**src/rtl/mips_loader_pkg.sv**
```systemverilog
// rtl/mips_loader_pkg.sv - shared types and constants for the MIPS program loader
package mips_loader_pkg;

    typedef enum logic [2:0] {
        IDLE,
        HDR_HI,
        HDR_LO,
        PAYLOAD,
        CHECK,
        DONE,
        ERR
    } state_t;

    localparam int HDR_BYTES = 2;

endpackage

```
**src/rtl/mips_word_assembler.sv**
```systemverilog
// rtl/mips_word_assembler.sv - packs MSB-first bytes into 32-bit words with a running XOR checksum
module mips_word_assembler (
    input  logic        clk,
    input  logic        rst,
    input  logic        clr,
    input  logic        byte_en,
    input  logic [7:0]  byte_data,
    output logic [1:0]  byte_cnt,
    output logic        word_valid,
    output logic [31:0] word_data,
    output logic [7:0]  checksum
);

    logic [23:0] shift_q;

    // word_data is a separate holding register so the write of word k stays
    // stable while the first byte of word k+1 shifts in.
    always_ff @(posedge clk) begin
        if (rst) begin
            shift_q    <= '0;
            byte_cnt   <= '0;
            word_valid <= 1'b0;
            word_data  <= '0;
            checksum   <= '0;
        end else begin
            word_valid <= 1'b0;
            if (clr) begin
                shift_q  <= '0;
                byte_cnt <= '0;
                checksum <= '0;
            end else if (byte_en) begin
                shift_q  <= {shift_q[15:0], byte_data};
                byte_cnt <= byte_cnt + 2'd1;
                checksum <= checksum ^ byte_data;
                if (byte_cnt == 2'd3) begin
                    word_data  <= {shift_q, byte_data};
                    word_valid <= 1'b1;
                end
            end
        end
    end

endmodule

```
**src/rtl/mips_prog_loader.sv**
```systemverilog
// rtl/mips_prog_loader.sv - boot loader streaming a checksummed image into MIPS instruction memory
module mips_prog_loader
    import mips_loader_pkg::*;
#(
    parameter int DataWidth = 32,
    parameter int AddrWidth = 8,
    parameter int NumWords  = 256
) (
    input  logic                 clk,
    input  logic                 RST,
    input  logic                 Start,
    input  logic [7:0]           Byte_Data,
    input  logic                 Byte_Valid,
    output logic                 Byte_Ready,
    output logic                 IMem_WrEn,
    output logic [AddrWidth-1:0] IMem_WrAddr,
    output logic [DataWidth-1:0] IMem_WrData,
    output logic                 CPU_RST,
    output logic                 Done,
    output logic                 Error
);

    state_t               state_q, state_d;
    logic [15:0]          n_q;
    logic [15:0]          n_full;
    logic [AddrWidth:0]   word_idx;
    logic [AddrWidth-1:0] wr_addr_q;
    logic                 ready_q, done_q, error_q, cpu_rst_q;
    logic                 ready_d, done_d, error_d, cpu_rst_d;
    logic                 accept, go, payload_en, last_byte, last_word;
    logic [1:0]           byte_cnt;
    logic                 word_valid;
    logic [31:0]          word_data;
    logic [7:0]           checksum;

    assign accept     = Byte_Valid && ready_q;
    assign go         = Start && (state_q == IDLE || state_q == DONE || state_q == ERR);
    assign n_full     = {n_q[15:8], Byte_Data};
    assign payload_en = accept && (state_q == PAYLOAD);
    assign last_byte  = payload_en && (byte_cnt == 2'd3);
    assign last_word  = (int'(word_idx) + 1 == int'(n_q));

    mips_word_assembler u_asm (
        .clk        (clk),
        .rst        (RST),
        .clr        (go),
        .byte_en    (payload_en),
        .byte_data  (Byte_Data),
        .byte_cnt   (byte_cnt),
        .word_valid (word_valid),
        .word_data  (word_data),
        .checksum   (checksum)
    );

    always_ff @(posedge clk) begin
        if (RST) state_q <= IDLE;
        else     state_q <= state_d;
    end

    always_comb begin
        state_d = state_q;
        case (state_q)
            IDLE:    if (Start) state_d = HDR_HI;
            HDR_HI:  if (accept) state_d = HDR_LO;
            HDR_LO: begin
                if (accept) begin
                    if (int'(n_full) > NumWords) state_d = ERR;
                    else if (n_full == 16'd0)    state_d = CHECK;
                    else                         state_d = PAYLOAD;
                end
            end
            PAYLOAD: if (last_byte && last_word) state_d = CHECK;
            CHECK:   if (accept) state_d = (Byte_Data == checksum) ? DONE : ERR;
            DONE:    if (Start) state_d = HDR_HI;
            ERR:     if (Start) state_d = HDR_HI;
            default: state_d = IDLE;
        endcase
    end

    // Outputs are decoded from the next state and registered, so they change
    // on the same edge as the state they describe.
    always_comb begin
        ready_d   = (state_d == HDR_HI) || (state_d == HDR_LO) ||
                    (state_d == PAYLOAD) || (state_d == CHECK);
        done_d    = (state_d == DONE);
        error_d   = (state_d == ERR);
        cpu_rst_d = (state_d != DONE);
    end

    always_ff @(posedge clk) begin
        if (RST) begin
            ready_q   <= 1'b0;
            done_q    <= 1'b0;
            error_q   <= 1'b0;
            cpu_rst_q <= 1'b1;
        end else begin
            ready_q   <= ready_d;
            done_q    <= done_d;
            error_q   <= error_d;
            cpu_rst_q <= cpu_rst_d;
        end
    end

    always_ff @(posedge clk) begin
        if (RST) begin
            n_q       <= '0;
            word_idx  <= '0;
            wr_addr_q <= '0;
        end else if (go) begin
            n_q      <= '0;
            word_idx <= '0;
        end else begin
            if (accept && state_q == HDR_HI) n_q[15:8] <= Byte_Data;
            if (accept && state_q == HDR_LO) n_q <= n_full;
            if (last_byte) begin
                wr_addr_q <= word_idx[AddrWidth-1:0];
                word_idx  <= word_idx + 1'b1;
            end
        end
    end

    assign Byte_Ready  = ready_q;
    assign IMem_WrEn   = word_valid;
    assign IMem_WrAddr = wr_addr_q;
    assign IMem_WrData = word_data;
    assign CPU_RST     = cpu_rst_q;
    assign Done        = done_q;
    assign Error       = error_q;

endmodule
```
**config.mk**
```make
export PLATFORM = sky130hd
export DESIGN_NAME = mips_prog_loader
export DESIGN_NICKNAME = d
export VERILOG_FILES = /design/src/rtl/mips_loader_pkg.sv /design/src/rtl/mips_word_assembler.sv /design/src/rtl/mips_prog_loader.sv
export SDC_FILE = /design/constraint.sdc
export NUM_CORES = 1
export LEC_CHECK = 0
export ABC_CLOCK_PERIOD_IN_PS = 2000
export BUFFER_PORTS_ARGS = -buffer_cell sky130_fd_sc_hd__clkbuf_2
export CAP_MARGIN = 20
export CORE_ASPECT_RATIO = 1.5
export CORE_UTILIZATION = 30
export CTS_CLUSTER_DIAMETER = 100
export CTS_CLUSTER_SIZE = 25
export DETAILED_ROUTE_END_ITERATION = 12
export HOLD_SLACK_MARGIN = 0.12
export PLACE_DENSITY_LB_ADDON = 0.15
export SYNTH_ARGS = -nofsm -noshare
export SYNTH_HDL_FRONTEND = slang
export SYNTH_SLANG_ARGS = --single-unit
```
**constraint.sdc**
```tcl
create_clock -name clk -period 2 [get_ports clk]
set_input_delay 0.5 -clock clk [delete_from_list [all_inputs] [get_ports clk]]
set_output_delay 0.5 -clock clk [all_outputs]
set_load 0.02 [all_outputs]
```
**Word-level counts from Yosys, hierarchy flattened**

Index checks and enable logic that the tools add are counted.

- Flip-flop bits (word level): 107
- Bits of input ports: 12
- Output and inout bits: 45
- Logic and storage cells: 68

- $add $sub $neg: 3
- Order comparisons: 1
- Eq/ne operators: 16
- Muxes and demuxes: 10
- Bitwise logic cells: 4
- Reductions and logical operators: 20

Operator list:

| cell | count |
|---|---|
| $mux W3 | 7 |
| $eq A3 B3 Y1 const B | 6 |
| $eq A10 B16 Y1 | 1 |
| $gt A16 B9 Y1 const B | 1 |
| $logic_not A16 Y1 | 1 |
| $pmux W3 S5 | 1 |
| $eq A3 B2 Y1 const B | 4 |
| $add A9 B1 Y10 const B | 1 |
| $add A9 B1 Y9 const B | 1 |
| $eq A8 B8 Y1 | 1 |
| $xor A8 B8 Y8 | 1 |
| $logic_and A1 B1 Y1 | 7 |
| $eq A3 B1 Y1 const B | 2 |
| $reduce_or A3 Y1 | 2 |
| $logic_or A1 B1 Y1 | 5 |
| $reduce_and A2 Y1 | 2 |
| $logic_not A3 Y1 | 1 |
| $ne A3 B3 Y1 const B | 1 |
| $not A1 Y1 | 3 |
| $reduce_and A3 Y1 | 1 |
| $add A2 B1 Y2 const B | 1 |
| $eq A2 B2 Y1 const B | 1 |
| $mux W2 | 1 |
| $reduce_or A2 Y1 | 1 |
| $mux W1 | 1 |

**Longest topological paths before layout**

Gate-level depths: netlist of run 1.

- Word-level depth: 10
- Gate-level depth with buffers: 8
- Mapped depth without buffers: 7

**Modules after synthesis**

From an unflattened synthesis of run 1, not the netlist that was laid out.

- Cell total of the unflattened synthesis: 531
- Area total of the unflattened synthesis: 4943.5 µm²

By module, submodules not included:

| module | times used | cells an instance | area an instance (µm²) | sequential area each (µm²) |
|---|---|---|---|---|
| mips_word_assembler | 1 | 264 | 2755.1 | 1341.3 |
| mips_prog_loader | 1 | 267 | 2188.3 | 800.8 |

**Worst setup path after synthesis of run 1**

Ideal clock, no wire load.

- Path kind: input -> register
- From: in Byte_Valid
- To: reg cpu_rst_q, in the netlist CPU_RST
- Setup time: 0.120 ns
- Arrival time: 1.770 ns
- Required time: 1.880 ns
- Slack: 0.110 ns
- Stages: 6
- Path buffers: 0
- Cells stage by stage: and3b_1 -> nand4_1 -> or4_4 -> nor4_4 -> a2bb2oi_2 -> nand2b_1

- Cells in the longest elaborated chain, start to end: 7
- Elaborated cells on any way between the ends: 10
- Those cells by class: 1 x eq/ne; 5 x mux; 4 x reduce/logical

RTL lines:

| element | line | RTL |
|---|---|---|
| from (decl) | mips_prog_loader.sv:13 | `input logic Byte_Valid,` |
| $logic_and A1 B1 Y1 (*) | mips_prog_loader.sv:36 | `assign accept = Byte_Valid && ready_q;` |
| $logic_and A1 B1 Y1 | mips_prog_loader.sv:39 | `assign payload_en = accept && (state_q == PAYLOAD);` |
| $logic_and A1 B1 Y1 | mips_prog_loader.sv:40 | `assign last_byte = payload_en && (byte_cnt == 2'd3);` |
| $logic_and A1 B1 Y1 | mips_prog_loader.sv:72 | `PAYLOAD: if (last_byte && last_word) state_d = CHECK;` |
| $mux W3 | mips_prog_loader.sv:72 |  |
| $pmux W3 S5 (*) | mips_prog_loader.sv:62 | `case (state_q)` |
| $ne A3 B3 Y1 (*) | mips_prog_loader.sv:87 | `cpu_rst_d = (state_d != DONE);` |
| to (signal assigned) | mips_prog_loader.sv:100 | `cpu_rst_q <= cpu_rst_d;` |
| to (decl) | mips_prog_loader.sv:28 | `logic ready_q, done_q, error_q, cpu_rst_q;` |

Every way passes the cells marked *; elsewhere a longest branch is shown, timed or not.
A chain may end at the register's enable or synchronous reset.

**Worst setup path in the final report of run 1**

- From: reg word_idx[1]
- To: reg state_q[0]

- Cells in the longest elaborated chain, start to end: 5

RTL lines:

| element | line | RTL |
|---|---|---|
| from (decl) | mips_prog_loader.sv:26 | `logic [AddrWidth:0] word_idx;` |
| from (signal assigned) | mips_prog_loader.sv:117 | `word_idx <= word_idx + 1'b1;` |
| $add A9 B1 Y10 | mips_prog_loader.sv:41 | `assign last_word = (int'(word_idx) + 1 == int'(n_q));` |
| $eq A10 B16 Y1 | mips_prog_loader.sv:41 |  |
| $logic_and A1 B1 Y1 | mips_prog_loader.sv:72 |  |
| $mux W3 | mips_prog_loader.sv:72 |  |
| $pmux W3 S5 | mips_prog_loader.sv:62 |  |
| to (signal assigned) | mips_prog_loader.sv:57 | `else state_q <= state_d;` |
| to (decl) | mips_prog_loader.sv:23 | `state_t state_q, state_d;` |

Every way passes these cells.

==> run metrics, run 1 <==
Post-Synth XOR/XNOR Area=0.06960; DP Area=approximately 0.0052 mm2; H-tree Lvls=3; share of layout cells above drive strength 1=0.2235; area grow syn2layout=25.80%; YS warnings=0; Detailed Place HPWL=between 8000 and 9000 um; die span in x=100.9 um; DRC viols=0; CTS buffer count=9; mux cell area share after synthesis=0.02273; critical path endpoint category=flip-flop; vias in the first global route=around 3,700; max_cap viols=0; Worst slew margin=0.6674; Min Clock Period, post-route=about 1900 ps; final setup vio count=0; Period Utilization, post-route=0.9608; GRT Overall Usage=0.1565; Setup TNS Final=0 ps; Routed wire per std cell=approximately 13 um; GP Congestion=approximately 0.8; Setup crit start kind=flip-flop; post-synthesis net count=~560; CORE AREA=0.01419 mm2; main combinational cell family by area after synthesis=simple AND/OR/NAND/NOR gates; antenna cells=0; Synth top area share=0.4864; via-per-instance ratio=~4.6; Clock transition at path regs=approximately 70 ps; non-filler cells, final=about 800; # port buffers=56; Max FO, Critical Path=5; fraction of the yosys area taken by sequential cells=0.4864; Routed WL=11,060 um; first-pass GRT wire length=about 18,000 um; Worst VDD drop=just over 0.0004 V; Final nets=640; Final Hold Vio Count=0; Worst Path Required=around 2300 ps; Pins Over Slew Limit=0; hold slack=~400 ps; main area contributors after synthesis=dfxtp_1 49%, nand2_1 13%, a21oi_1 9.5%, xor2_1 5.2%, nor2_1 3.0%; Arr. time, crit path=about 2200 ps; crit path kind=reg -> reg; status=complete, no violations; Leak=2.066 nW; most area-hungry cell type in the Yosys netlist=dfxtp_1; Root Buffer=clkbuf_16; Synth Area in Compound Gates=0.1369; worst slew pin tran=498.8 ps; fmax=520.4 MHz; Yosys reg bits=107; fin area=about 0.0055 mm2; Detailed Routing Iterations Pass 1=4; Post-Syn Area per Cell=8.111 um2; final design utilization=0.3904; CTS tree=done; largest net degree at the start of global routing=39; Synth Area in Adders=0.005682; cell total after placement=a little over 800; Die Y=approximately 150 um; reg-to-reg critical path startpoint=word_idx[1]; Async SR Flop Fraction=0; Worst Hold Launch=Byte_Data[6]; die area=~0.015 mm2; Clock Skew=between 5 and 6 ps; FF-to-FF path depth=9; Synth Flop Type=dfxtp_1; Rows=between 50 and 60; DR vias=3,752; Max Buffers Root-to-Sink=2; antenna viol nets, final=0; GRT overflow=0; Clock Sinks=107; Hold WC Path Type=in -> reg; RR Endpoint=state_q[0]; EDFF count, synth=0; DRT iter0 DRCs=152; Boundary Pins=57; Endpoint, Worst Hold=u_asm.word_data[6]; Register-to-Register Setup Slack=about 80 ps; Skew-Pair Late Insertion Delay=approximately 350 ps; synth unique cells=45; hold path depth=3; power per standard cell area=around 740 mW/mm2; Initial Util=0.3104; Cell Area, Synth=0.004404 mm2; initial antenna violation count=0; Post-Syn Instances=543; hold_buf cts=0; Post-Synth Simple-Gate Area=0.2412; RSZ-0062 raised after global routing=false
## through the flow
step | total power, W | setup slack, ps
2_1_floorplan | 0.002303 | 110.1
4_1_cts | 0.004166 | 28.40
3_5_place_dp | 0.002426 | -55.38
6_report | 0.004098 | 78.38
3_3_place_gp | 0.002424 | -35.89
5_1_grt | 0.004279 | 2.207
## layer usage
metal | up-vias | wire length, um | GRT usage
met5 | - | 0 | 0
met4 | 0 | 198 | 0.06159
met3 | 12 | 336 | 0.02878
li1 | 1971 | - | -
met2 | 50 | 5610 | 0.2747
met1 | 1719 | 4912 | 0.1870
## registers in the layout (all words and copies together) (netlist names)
register and cells:
CPU_RST 1, u_asm.shift_q 24, u_asm.byte_cnt 2, Done 1
Error 1, Byte_Ready 1, u_asm.word_data 32, n_q 16
u_asm.checksum 8, word_idx 9, state_q 3, u_asm.word_valid 1
IMem_WrAddr 8
## synthesized netlist by cell type, drive strengths merged (2+ instances only)
| cell type | instances |
|---|---|
| ha | 2 |
| and4 | 3 |
| nand4 | 4 |
| nor2 | 35 |
| nor3b | 3 |
| nand2 | 157 |
| xor2 | 26 |
| nor3 | 8 |
| xnor2 | 9 |
| nand2b | 4 |
| buf | 13 |
| mux2i | 10 |
| nand3 | 7 |
| or3 | 3 |
| nor2b | 5 |
| and3b | 2 |
| dfxtp | 107 |
| inv | 2 |
| clkbuf | 24 |
| o21ai | 11 |
| nor4 | 6 |
| a21oi | 84 |
## where the power goes
| part | internal [W] | total (W) | switching [W] |
|---|---|---|---|
| registers | 0.00213 | 0.00214 | 0.00000849 |
| clock network | 0.000877 | 0.00173 | 0.000849 |
| logic | 0.0000977 | 0.000231 | 0.000133 |
| total | 0.00311 | 0.00410 | 0.000990 |
## worst max path at each step
stage | start | endpoint | slack, ps | cells after the start
3_3_place_gp | Byte_Data[3] | Byte_Ready | -40 | 7
3_5_place_dp | Byte_Data[3] | state_q[1] | -60 | 7
2_1_floorplan | Byte_Valid | CPU_RST | 110 | 6
4_1_cts | word_idx[1] | state_q[0] | 30 | 8
5_1_grt | u_asm.byte_cnt[0] | CPU_RST | 2 | 6
6_report | word_idx[1] | state_q[0] | 80 | 9
## logic make-up after synthesis
group,after synthesis
buffers and inverters,39
AOI/OAI and AO/OA,109
DFF,107
xor gates and xnor gates,35
adders and majority gates,2
and+or+nand+nor,241
muxes,10
## area by class of cell
| type | instances | area, um2 |
|---|---|---|
| Fill cell | 1547 | 8651 |
| Sequential cell | 107 | 2151 |
| Multi-Input combinational cell | 397 | 2126 |
| Timing Repair Buffer | 109 | 728.2 |
| Tap cell | 192 | 240.2 |
| Clock buffer | 10 | 229.0 |
| Clock inverter | 6 | 58.81 |
| Inverter | 2 | 7.507 |
## worst max-delay path, stage by stage (launching register included)
cell and delay (ps):
dfxtp_4 360, ha_2 170, buf_4 140, nor3b_2 150, o21a_1 200, o31ai_2 250
buf_4 180, nor3_1 50, a211o_1 260, o21ai_1 90
## what timing repair did
action	CTS	global route
pin swaps	1	6
setup endpoints to repair	2	6
setup buffers	0	1
resized for setup	1	10
## cells in the final DEF, fill, tap and decap left out, types with 3 or more instances in the layout
master     count
a21oi_1       84
and4_1         3
buf_12         4
buf_4         49
clkbuf_16      9
clkbuf_2      56
dfxtp_1      102
dfxtp_2        4
inv_8          3
mux2i_1       10
nand2_1      157
nand2b_1       4
nand3_1        7
nand4_1        4
nor2_1        35
nor2b_1        5
nor3_1         6
nor4_1         5
o21ai_0       10
or3_1          3
xnor2_1        9
xor2_1        26
Power figures use the tool's default switching activity.
==> inputs of run 2 (changes only) <==
Settings changed: ABC_CLOCK_PERIOD_IN_PS 2000 to 1600, CTS_BUF_LIST set to sky130_fd_sc_hd__clkbuf_16.
Clock period 2 ns to 1.6 ns, I/O delays scaled along.
==> run 2 against run 1 <==
Net effect: the run now ends with setup timing left; utilization rose by 2.7 points; first-iteration DRC count fell by 2.0%; non-clock buffer count rose by 26; clock-buffer cell count fell by 1; sequential cell count did not move; global-route usage rose by 0.53 points; clock power rose by 21%; maximum frequency rose by 3.3%; critical path type unchanged; critical endpoint is now CPU_RST; largest cell class is now multi-input gates; highest routed layer unchanged.
==> run metrics, run 2 (synthesis gave the netlist of run 1 again) <==
status=finished with violations; failing checks=setup timing; antenna viol nets, final=0; hold path depth=3; commonest non-fill, non-tap cells in the layout=155 x nand2_1, 100 x dfxtp_1, 84 x a21oi_1; Largest register FFs=32; non-filler cells, final=about 850; Hold WC Path Type=in -> reg; top flop regs=u_asm.word_data x32, u_asm.shift_q x24, n_q x16; Pins Over Slew Limit=0; power per standard cell area=approximately 850 mW/mm2; Period Utilization, post-route=1.163; GP Congestion=slightly below 0.8; Max FO, Critical Path=4; die span in x=100.9 um; DRT iter0 DRCs=149; initial antenna violation count=0; Worst slew margin=0.7583; Die Y=approximately 150 um; Detailed Routing Iterations Pass 1=5; max_cap viols=0; area grow syn2layout=34.38%; area occupied by multi-input gates=0.002247 mm2; Routed WL=between 10,000 and 15,000 um; die area=0.01518 mm2; via-per-instance ratio=~4.6; hold slack=336.3 ps; Endpoint, Worst Hold=u_asm.word_data[3]; Top reg by flops=u_asm.word_data; Skew-Pair Late Insertion Delay=350 ps; Setup crit start kind=flip-flop; DR vias=approximately 4,000; Worst VDD drop=0.0004315 V; Setup TNS Final=-1380 ps; Clock Sinks=about 110; RSZ-0062 raised after global routing=true; CORE AREA=between 0.01 and 0.015 mm2; # port buffers=between 50 and 60; reg-to-reg critical path startpoint=word_idx[1]; Worst Hold Launch=Byte_Data[3]; GRT Overall Usage=0.1618; Root Buffer=clkbuf_16; final setup vio count=6; clock share of power=0.413; critical path endpoint category=flip-flop; DRC viols=0; CTS tree=done; RR Endpoint=CPU_RST; Int Power=0.003854 W; total power=between 0.005 and 0.006 W; Max Buffers Root-to-Sink=2; Reg power frac=0.528; switching share of power=0.2383; fmax=roughly 540 MHz; Comb power frac=0.059; Routed wire per std cell=around 14 um; Leak=roughly 2.3 nW; setup slack after layout=-260.9 ps; commonest non-fill, non-tap cell in the layout=nand2_1; FF-to-FF path depth=7; Worst Path Required=between 1500 and 2000 ps; switching pwr=0.001206 W; cell total after placement=828; Register-to-Register Setup Slack=-260 ps; GRT overflow=0; worst slew pin tran=approximately 360 ps; Min Clock Period, post-route=1861 ps; Initial Util=0.3104; fill count=between 1,500 and 2,000; Clock transition at path regs=roughly 80 ps; final design utilization=0.4170; first-pass GRT wire length=about 19,000 um; CTS buffer count=9; Reg area=approximately 0.0022 mm2; Rows=53; Final nets=666; H-tree Lvls=3; Arr. time, crit path=around 2100 ps; antenna cells=0; Detailed Place HPWL=approximately 8400 um; Clock Skew=slightly below 10 ps; Boundary Pins=57; vias in the first global route=between 3,000 and 4,000; largest net degree at the start of global routing=44; share of layout cells above drive strength 1=0.2785; crit path kind=reg -> reg; Final Hold Vio Count=0
## run 2: cell count changes in the layout (fill, tap and decap cells not counted), moves of 3 or more
cell	delta
o21ai_1	+3
nor3_1	-3
inv_8	-3
o21ai_0	-3
inv_6	+3
buf_12	+3
buf_4	+15
buf_6	+8
## run 2: layout make-up
type,instances,share of cell area
sequential,107,0.3647
timing repair buffer,135,0.1674
tap,192,0.04059
multi-input combinational,397,0.3797
clock inverter,7,0.008245
clock buffer,9,0.03805
inverter,2,0.001268
## run 2: worst max-delay path: stages, from the launching register on
cell	delay [ps]
dfxtp_4	370
ha_4	160
nand4_1	180
o21ai_1	110
a2111o_1	400
a22oi_2	260
a2bb2oi_2	130
nand2b_1	150
## run 2: metal layers
metal  track usage  share of wire
met3       0.02553          0.034
met4       0.06957          0.020
met5             0              0
met1        0.1920           0.43
met2        0.2860           0.52
## run 2: how the worst max path moves through the flow
| stage | startpoint | to | slack [ps] | cells past startpoint |
|---|---|---|---|---|
| 3_3_place_gp | Byte_Data[3] | CPU_RST | -330 | 8 |
| 3_5_place_dp | Byte_Data[3] | CPU_RST | -350 | 8 |
| 4_1_cts | word_idx[0] | CPU_RST | -260 | 9 |
| 6_report | word_idx[1] | CPU_RST | -260 | 7 |
| 5_1_grt | word_idx[1] | CPU_RST | -350 | 7 |
| 2_1_floorplan | Byte_Valid | CPU_RST | -180 | 6 |
## run 2: timing repair
action | 4_1_cts | 5_1_grt
pin swaps | 13 | 10
hold buffers | 0 | 0
hold endpoints to repair | 0 | 0
gates resized for setup | 22 | 23
buffers inserted | 6 | 0
cloned | 0 | 0
endpoints found under the setup margin | 32 | 46
## run 2: power groups by stage
stage                     clock, W  sequential [W]  combinational, W
after floorplan                  0         0.00274          0.000138
after global placement           0         0.00274          0.000291
final                      0.00209         0.00267          0.000300
after detailed placement         0         0.00274          0.000292
after global routing       0.00225         0.00267          0.000325
after CTS                  0.00214         0.00267          0.000294
## run 2: metrics by stage
stage               cell area, um2  worst slack [ps]
global placement              5429            -333.3
global route                  5918            -349.3
finish                        5918            -260.9
CTS                           5823            -258.3
detailed placement            5429            -351.2
floorplan                     4427            -179.8
==> inputs of run 3 (changes only) <==
Settings changed: CORE_UTILIZATION 30 to 35, GPL_TIMING_DRIVEN set to 0.
==> run 3 against run 2 <==
Net effect: the flow still finishes with violations (setup timing); sequential power hardly changed; via count is 2.2% lower; first-iteration DRC count is 1.3% lower; combinational power is 8.0% higher; utilization is 4.6 points higher.
==> run metrics, run 3 (synthesis gave the netlist of run 1 again) <==
status=finished with violations; failing checks=setup timing; CP top delay family=simple AND/OR/NAND/NOR gates; Arr. time, crit path=approximately 2200 ps; Top reg by flops=u_asm.word_data; Hold WC Path Type=in -> reg; Detailed Routing Iterations Pass 1=4; power per standard cell area=approximately 910 mW/mm2; Endpoint, Worst Hold=n_q[0]; # port buffers=56; Max FO, Critical Path=5; Initial Util=0.3628; GRT overflow=0; Boundary Pins=57; GRT Overall Usage=0.1838; crit path kind=reg -> reg; Detailed Place HPWL=~8000 um; Root Buffer=clkbuf_16; CTS tree=done; Largest register FFs=32; Leak=roughly 2.1 nW; Clock Skew=approximately 9.5 ps; top flop regs=u_asm.word_data x32, u_asm.shift_q x24, n_q x16; hold_buf cts=0; Reg area=about 0.0022 mm2; CP max stage cell=or4b_1; clock share of power=0.413; Int Power=0.003877 W; fin area=around 0.0056 mm2; non-filler cells, final=roughly 780; max_cap viols=0; vias in the first global route=approximately 3,700; total power=just over 0.005 W; Setup TNS Final=-1915 ps; Min Clock Period, post-route=between 1500 and 2000 ps; cell total after placement=~750; DRC viols=0; Routed WL=approximately 12,000 um; area grow syn2layout=27.64%; Period Utilization, post-route=1.209; Max Buffers Root-to-Sink=2; Final nets=638; Skew-Pair Late Insertion Delay=~360 ps; Reg power frac=0.524; DR vias=approximately 3,900; Worst VDD drop=~0.00062 V; initial antenna violation count=0; Worst Path Required=roughly 1800 ps; RSZ-0062 raised after global routing=true; DRT iter0 DRCs=147; Die Y=139.4 um; Clock transition at path regs=70 ps; final setup vio count=12; Final Hold Vio Count=0; Clock Sinks=about 110; fill count=about 1,200; critical path endpoint category=flip-flop; commonest non-fill, non-tap cell in the layout=nand2_1; die span in x=93.59 um; hold path depth=3; switching share of power=0.2426; setup slack after layout=-334.4 ps; Comb power frac=0.063; DP Area=between 0.004 and 0.005 mm2; Worst Hold Launch=Byte_Data[0]; CTS buffer count=9; area occupied by multi-input gates=around 0.0023 mm2; CORE AREA=0.01214 mm2; Setup crit start kind=flip-flop; Crit. Startpoint=word_idx[0]; Routed wire per std cell=between 15 and 20 um; first-pass GRT wire length=around 19,000 um; worst path bufs/invs=1; worst slew pin tran=approximately 750 ps; fmax=approximately 520 MHz; die area=between 0.01 and 0.015 mm2; FF-to-FF path depth=7; share of layout cells above drive strength 1=0.2448; antenna viol nets, final=0; Register-to-Register Setup Slack=-330 ps; Worst slew margin=0.4971; RR Endpoint=state_q[1]; switching pwr=0.001242 W; commonest non-fill, non-tap cells in the layout=156 x nand2_1, 102 x dfxtp_1, 82 x a21oi_1; reg-to-reg critical path startpoint=word_idx[0]; GP Congestion=between 0.8 and 0.9; antenna cells=0; Rows=approximately 50; crit-path max cell delay=slightly below 500 ps; Pins Over Slew Limit=0; crit-path cells=buf_6 -> and4_4 -> a21boi_2 -> or4b_1 -> a22oi_2 -> a211o_1 -> o21ai_1; H-tree Lvls=3; via-per-instance ratio=around 4.9; largest net degree at the start of global routing=19
[run 3: changes by cell type in the layout (fill, tap and decap cells not counted), sizes merged]
cell,change
clkinvlp,-2
clkbuf,+17
bufbuf,+1
clkinv,+2
buf,-46
[run 3: repair_timing]
| item | 4_1_cts | 5_1_grt |
|---|---|---|
| pin swaps | 10 | 8 |
| resized for setup | 56 | 46 |
| gates cloned | 1 | 0 |
| endpoints found under the setup margin | 107 | 93 |
| buffers inserted | 15 | 3 |
[run 3: layer usage]
metal | global-route usage | part of all wire | vias up
met5 | 0 | 0 | -
li1 | - | - | 1978
met4 | 0.07773 | 0.021 | 0
met2 | 0.3142 | 0.50 | 80
met3 | 0.03224 | 0.040 | 17
met1 | 0.2239 | 0.43 | 1780
[run 3: area by class of cell]
type | count | area share
sequential | 107 | 0.3830
clock inverter | 7 | 0.009570
timing repair buffer | 75 | 0.08413
clock buffer | 9 | 0.04006
inverter | 2 | 0.001335
multi-input combinational | 397 | 0.4037
buffer | 32 | 0.04407
tap | 153 | 0.03405
[run 3: worst max-delay path by stage]
stage | end | slack, ps | cells past startpoint
floorplan | CPU_RST | -180 | 6
detailed placement | Error | -640 | 7
finish | state_q[1] | -330 | 7
global placement | Error | -650 | 7
global route | state_q[1] | -460 | 8
CTS | state_q[1] | -340 | 7
[run 3: through the flow]
stage	util	hold slack, ps	setup WS (ps)
final	0.4631	369.1	-334.4
after global routing	0.4631	382.5	-464.7
after CTS	0.4530	357.9	-339.2
after detailed placement	0.4035	446.7	-644.8
after global placement	0.4035	442.7	-645.3
after floorplan	-	432.1	-179.8
[run 3: tightest hold or removal path, stage by stage]
cell and delay (ps):
clkbuf_2 150, nand2_1 80, a21oi_1 50
[run 3: power groups by stage]
stage               clock (W)  combinational, W  sequential [W]
floorplan                   0          0.000138         0.00274
global placement            0          0.000230         0.00274
detailed placement          0          0.000232         0.00274
CTS                   0.00217          0.000312         0.00268
global route          0.00229          0.000349         0.00268
finish                0.00212          0.000324         0.00268
